## src/rtl/fetch_stage.sv

```systemverilog
// Instruction-fetch stage for the WISC-S25 pipeline: PC register, imem address,
// IF/ID pipeline register, stall/flush handling and HLT detection.
module fetch_stage #(
    parameter logic [15:0] RESET_PC  = 16'h0000,
    parameter logic [15:0] NOP_INSTR = 16'h0000
) (
    input  logic        clk,
    input  logic        rst,
    input  logic        stall,
    input  logic        flush,
    input  logic [15:0] redirect_pc,
    input  logic [15:0] imem_data,
    output logic [15:0] imem_addr,
    output logic [15:0] pc,
    output logic [15:0] if_id_instr,
    output logic [15:0] if_id_pc_plus_2,
    output logic        if_id_valid,
    output logic        hlt,
    output logic [15:0] fetch_count
);

    typedef enum logic [1:0] {
        RUN,
        HALT_PEND,
        HALTED
    } state_t;

    state_t      state, state_nxt;
    logic [15:0] pc_nxt, instr_nxt, pp2_nxt, count_nxt;
    logic        valid_nxt;
    logic [15:0] pc_plus_2;
    logic        is_hlt;

    assign pc_plus_2 = pc + 16'd2;
    assign is_hlt    = (imem_data[15:12] == 4'hF);
    assign imem_addr = pc;
    assign hlt       = (state == HALTED);

    always_comb begin
        state_nxt = state;
        pc_nxt    = pc;
        instr_nxt = if_id_instr;
        pp2_nxt   = if_id_pc_plus_2;
        valid_nxt = if_id_valid;
        count_nxt = fetch_count;
        case (state)
            RUN, HALT_PEND: begin
                if (flush) begin
                    state_nxt = RUN;
                    pc_nxt    = {redirect_pc[15:1], 1'b0};
                    instr_nxt = NOP_INSTR;
                    pp2_nxt   = '0;
                    valid_nxt = 1'b0;
                end else if (!stall) begin
                    if (state == RUN) begin
                        // HLT enters IF/ID like any instruction but freezes the PC.
                        instr_nxt = imem_data;
                        pp2_nxt   = pc_plus_2;
                        valid_nxt = 1'b1;
                        count_nxt = fetch_count + 16'd1;
                        if (is_hlt) state_nxt = HALT_PEND;
                        else        pc_nxt    = pc_plus_2;
                    end else begin
                        state_nxt = HALTED;
                        instr_nxt = NOP_INSTR;
                        pp2_nxt   = '0;
                        valid_nxt = 1'b0;
                    end
                end
            end
            HALTED: ;
            default: state_nxt = RUN;
        endcase
    end

    always_ff @(posedge clk) begin
        if (rst) begin
            state           <= RUN;
            pc              <= RESET_PC;
            if_id_instr     <= NOP_INSTR;
            if_id_pc_plus_2 <= '0;
            if_id_valid     <= 1'b0;
            fetch_count     <= '0;
        end else begin
            state           <= state_nxt;
            pc              <= pc_nxt;
            if_id_instr     <= instr_nxt;
            if_id_pc_plus_2 <= pp2_nxt;
            if_id_valid     <= valid_nxt;
            fetch_count     <= count_nxt;
        end
    end

endmodule

```

## config.mk

```make
export PLATFORM = sky130hd
export DESIGN_NAME = fetch_stage
export DESIGN_NICKNAME = d
export VERILOG_FILES = /design/src/rtl/fetch_stage.sv
export SDC_FILE = /design/constraint.sdc
export NUM_CORES = 1
export LEC_CHECK = 0
export ABC_AREA = 1
export CORE_ASPECT_RATIO = 0.7
export CORE_MARGIN = 1.5
export CORE_UTILIZATION = 30
export CTS_CLUSTER_DIAMETER = 30
export DETAILED_ROUTE_END_ITERATION = 8
export HOLD_SLACK_MARGIN = 0.06
export PLACE_DENSITY = 0.64
export SYNTH_ARGS = -nofsm -noshare
export SYNTH_HDL_FRONTEND = slang
export SYNTH_SLANG_ARGS = --single-unit
```

## constraint.sdc

```tcl
create_clock -name clk -period 1.5 [get_ports clk]
set_input_delay 0.45 -clock clk [delete_from_list [all_inputs] [get_ports clk]]
set_output_delay 0.45 -clock clk [all_outputs]
set_load 0.02 [all_outputs]
```

==> impl_metrics.yaml, run 1 <==
critical_path:
  max_stage_delay_ns: 0.38
  crit_end: "fetch_count[0]"
  startpoint_type: "register"
  slowest_stage: "dfxtp_2"
  r2r-end: "if_id_pc_plus_2[6]"
  worstSetupPathType: "reg2out"
  required_ns: 1.05
  end_kind: "output pin"
  crit_path_max_fanout: 4
  regToRegStartpoint: "imem_addr[3]"
  worstPathArrival_ns: 1.03
  reg2reg_depth: 7
  regToRegSetupSlack_ns: 0.07
  path_cells: "clkdlybuf4s15_1"
  crit_buf_inv: 1
  critical_path.top_delay_family: "flip-flops"
  critPathLaunch: "fetch_count[0]"
  path_depth: 1
floorplanning:
  dieHeight_um: 90.1
  rows: 31
  num_io_pins: 118
  dieWidth_um: 127
  fp.coreArea_mm2: 0.0104
  initial_core_util: 0.311
  die_area_mm2: 0.0115
timing:
  fmax_mhz: 677
  setup_viol: 0
  setup_tns_ns: 0
  fin_crit_sh: 0.985
  hold_ws_ns: 0.416
  grt_setup_unrepaired: "yes"
  hold_viol: 0
  min_period_ns: 1.48
  maxSlewViolCount: 0
  skew_ns: 0.00622
cts:
  root_buffer: "clkbuf_16"
  clk_pin_slew_ns: 0.06
  clock_sinks: 66
  clock_tree.buffer_depth: 2
  holdBufCountCts: 0
  htree_levels: 3
  insertion_delay_ns: 0.33
  cts_buffers: 9
  cts_tree: "built"
flow_run:
  drv_cap: 0
logic_synthesis:
  seq_area_frac_synth: 0.407
  synth_warnings: 0
  synth.distinct_cells: 26
  synth.top_cell.area_share: 0.407
  synth_cells: 489
  netlist_area_mm2: 0.00325
  synth-seq-cells: 66
  netlist_top_cells_area: "dfxtp_1 41%, nand2_1 18%, a21oi_1 9.7%"
  avgSynthCellArea_um2: 6.64
  synth_top_area_cell: "dfxtp_1"
final_layout:
  final_cell_mix: "153 x nand2_1, 62 x a21oi_1, 58 x dfxtp_1"
  final_util: 0.485
  num_antenna_cells: 0
  final_common_cell: "nand2_1"
  fin_nets: 671
  syn_to_final_growth_pct: 55.8
  drive_above_1_share: 0.204
  final.fill_count: 1041
routing:
  dr.first_iter.drc_count: 193
  ant_nets: 0
  first_pass_iters: 4
  routed_wl_um: 9980
  drt-vias-per-instance: 4.61
  avgRoutedWirePerCell_um: 13.0
  vias: 3548
  drc: 0
global_route:
  grt_usage: 0.178
  grtUsageMet3: 0.0435
  grt_remaining_overflow: 0
  grt_pass1_wl_um: 16200
  busiest_layer: "met2"
  grt_start_max_net_pins: 24
  met1_usage: 0.246
  antenna_found_initial: 0
  gr-usage-met2: 0.273
  grt_pass1_vias: 3379
power:
  ir_drop_v: 0.000484
  leakagePower_nw: 2.27
  power_density_mw_per_mm2: 1100
hold_path:
  hp-class: "in2reg"
placed_design:
  numPortBuffers: 114
  hpwl_um: 7230
  gp_congestion: 0.846
outcome:
  status: "complete, no violations"
[Yosys cell counts (all sizes together)]
library cell,number
xnor2,2
nor2,50
inv,36
nand2,161
clkbuf,12
conb,1
o21ai,17
nor3b,1
a21oi,63
nor4,1
dfxtp,66
nand4,7
ha,2
buf,25
xor2,4
nand3,36
nor3,5
[cell families after synthesis]
family | count (synthesis) | share of synthesized area
xor+xnor | 6 | 0.0162
compound gates | 80 | 0.123
fa+ha+maj | 2 | 0.00770
simple gates | 261 | 0.333
flops | 66 | 0.407
buf+inv | 73 | 0.112
other cells | 1 | 0.00115
[worst min path at each step]
stage          cells past startpoint  slack (ns)                  to               start
2_1_floorplan                      2        0.47            state[0]            state[0]
3_3_place_gp                       2        0.43  if_id_pc_plus_2[0]  if_id_pc_plus_2[0]
3_5_place_dp                       2        0.43  if_id_pc_plus_2[0]  if_id_pc_plus_2[0]
4_1_cts                            2        0.43  if_id_pc_plus_2[0]  if_id_pc_plus_2[0]
5_1_grt                            3        0.42     if_id_instr[14]       imem_data[14]
6_report                           3        0.42     if_id_instr[14]       imem_data[14]
[layout make-up]
class | instances | area, um^2 | share of cell area
multi-input cells | 351 | 1660 | 0.328
repair buffers | 169 | 1480 | 0.293
inverters | 36 | 140 | 0.0277
well taps | 132 | 165 | 0.0326
flip-flops and latches | 66 | 1340 | 0.265
clock buffers | 12 | 256 | 0.0507
clock inverters | 3 | 15.0 | 0.00297
[timing repair]
action | CTS | global route
endpoints found under the setup margin | 131 | 84
resized for setup | 126 | 61
setup buffers | 0 | 3
pin swaps | 1 | 9
[stage by stage]
stage / instance area [um^2] / power (mW) / setup slack [ns] / std cells
after floorplan: 3260 / 2.98 / 0.0315 / 490
after global placement: 4730 / 3.66 / -0.476 / 751
after detailed placement: 4730 / 3.68 / -0.550 / 751
after CTS: 4970 / 5.56 / -0.00462 / 766
after global routing: 5060 / 5.85 / -0.0326 / 769
final: 5060 / 5.54 / 0.0219 / 769
[power breakdown]
part | internal (mW) | leakage (nW) | switching [mW]
clock network | 1.19 | 0.138 | 0.728
logic | 0.668 | 1.60 | 0.933
registers | 1.90 | 0.541 | 0.124
[state kept, by name, summed over array words and instances, names as in the netlist]
signal,cells
fetch_count,16
imem_addr,15
if_id_valid,1
if_id_instr,16
state,2
if_id_pc_plus_2,16
[metal layers]
| layer | wire, um | vias up |
|---|---|---|
| met5 | 0 | - |
| met4 | 84 | 0 |
| met3 | 623 | 7 |
| li1 | - | 1837 |
| met1 | 4970 | 1594 |
| met2 | 4300 | 110 |
Note: power is estimated with default switching activity, not from simulation.
==> run 2, diff against run 1 <==
Settings changed: CORE_UTILIZATION 30 to 40, PLACE_DENSITY 0.64 to 0.8.
==> impl_metrics.yaml, run 2 (synthesis results as in run 1) <==
outcome:
  status: "complete, no violations"
final_layout:
  syn_to_final_growth_pct: 59.3
  final_cell_mix: "152 x nand2_1, 59 x a21oi_1, 57 x dfxtp_1"
  drive_above_1_share: 0.208
  fin_nets: 673
  final_util: 0.658
  num_antenna_cells: 0
  stdcell_count: 741
  final_common_cell: "nand2_1"
  largestRegisters: "fetch_count: 16 flops, if_id_instr: 16 flops, if_id_pc_plus_2: 16 flops"
  design_area_mm2: 0.00518
global_route:
  grt_pass1_vias: 3371
  grt_pass1_wl_um: 16100
  grt_usage: 0.231
  antenna_found_initial: 0
  grt_start_max_net_pins: 27
  grt_remaining_overflow: 0
timing:
  fmax_mhz: 679
  fin_crit_sh: 0.982
  hold_ws_ns: 0.417
  setup_viol: 0
  grt_setup_unrepaired: "yes"
  skew_ns: 0.00429
  min_period_ns: 1.47
  hold_viol: 0
  maxSlewViolCount: 0
critical_path:
  end_kind: "output pin"
  critical_path.top_delay_family: "flip-flops"
  max_stage_delay_ns: 0.37
  worstPathArrival_ns: 1.02
  crit_path_max_fanout: 4
  reg2reg_depth: 6
  startpoint_type: "register"
  required_ns: 1.05
  slowest_stage: "dfxtp_2"
  worstSetupPathType: "reg2out"
  path_depth: 1
  path_cells: "clkdlybuf4s15_1"
  crit_buf_inv: 1
floorplanning:
  num_io_pins: 118
  rows: 27
  dieWidth_um: 111
  die_area_mm2: 0.00868
  dieHeight_um: 78.4
  initial_core_util: 0.413
  fp.coreArea_mm2: 0.00787
cts:
  clock_sinks: 66
  insertion_delay_ns: 0.33
  cts_tree: "built"
  clock_tree.buffer_depth: 2
  htree_levels: 3
  root_buffer: "clkbuf_16"
  clk_pin_slew_ns: 0.06
  cts_buffers: 9
routing:
  ant_nets: 0
  routed_wl_um: 10300
  drt-vias-per-instance: 4.98
  first_pass_iters: 7
  drc: 0
  avgRoutedWirePerCell_um: 13.9
  vias: 3690
  dr.first_iter.drc_count: 216
power:
  combPwrFrac: 0.276
  swShare: 0.317
  ir_drop_v: 0.000608
  seqPwrFrac: 0.335
  power_density_mw_per_mm2: 1170
  p_int_mw: 4.14
  power_frac_clock: 0.390
  leakagePower_nw: 2.35
  p_sw_mw: 1.92
placed_design:
  numPortBuffers: 114
  hpwl_um: 7250
  gp_congestion: 0.886
  place_inst: 723
  postPlaceCellArea_mm2: 0.00474
hold_path:
  hp-class: "in2reg"
  hold_path_depth: 3
flow_run:
  drv_cap: 0
==> run 2: cell types whose count changed in the layout (fill, tap and decap cells not counted), moves of 2 or more <==
cell             previous run  this run
nor2_1                     39        41
a21oi_2                     1         4
a21oi_1                    62        59
nor2_2                      7         4
nand2_4                     1         3
inv_6                       1         4
clkbuf_2                   10         7
clkdlybuf4s15_1            21        23
clkinv_2                    3         0
bufinv_16                   0         2
==> run 2: power groups by stage <==
stage	registers (mW)	clock network (mW)	logic, mW
finish	2.03	2.36	1.67
CTS	2.01	2.39	1.57
detailed placement	2.05	0	1.67
floorplan	2.21	0	0.772
global placement	2.05	0	1.64
global route	2.05	2.47	1.80
==> run 2: cell type report <==
cell class | instances | area (um^2)
clock buffers | 10 | 239
clock inverters | 6 | 95.1
fillers | 708 | 2700
inverters | 36 | 138
multi-input cells | 351 | 1700
flip-flops and latches | 66 | 1340
well taps | 101 | 126
repair buffers | 171 | 1540
==> run 2: repair_timing <==
action | in CTS | in global routing
setup endpoints to repair | 117 | 86
pin swaps | 3 | 6
gates resized for setup | 121 | 72
buffers inserted | 1 | 0
cloned | 0 | 1
hold buffers | 0 | 0
==> run 2: per-stage QoR <==
step / worst slack, ns / TNS [ns] / power [mW]
floorplan: 0.0315 / 0 / 2.98
CTS: -0.00236 / -0.00236 / 5.97
global route: -0.0405 / -0.122 / 6.32
detailed placement: -0.523 / -23.64 / 3.72
global placement: -0.439 / -20.85 / 3.68
finish: 0.0272 / 0 / 6.06
==> run 2: path summary, 6_finish.rpt <==
path                                         start                 end  slack, ns
worst max-delay path                fetch_count[0]      fetch_count[0]       0.03
worst min-delay path                 imem_data[13]     if_id_instr[13]       0.42
worst max register to register        imem_addr[1]        imem_addr[7]       0.06
worst min register to register  if_id_pc_plus_2[0]  if_id_pc_plus_2[0]       0.45
==> run 2: per-layer routing <==
layer,GRT usage,wire length [um],vias to the layer above
li1,-,-,1844
met1,0.301,4640,1669
met2,0.377,4670,152
met3,0.0749,801,25
met4,0.0487,213,0
met5,0,0,-
==> run 3, diff against run 2 <==
Settings changed: CTS_CLUSTER_DIAMETER 30 to 50.
==> results of run 3 <==
Final layout, timing and power as in run 2 (identical DEF).
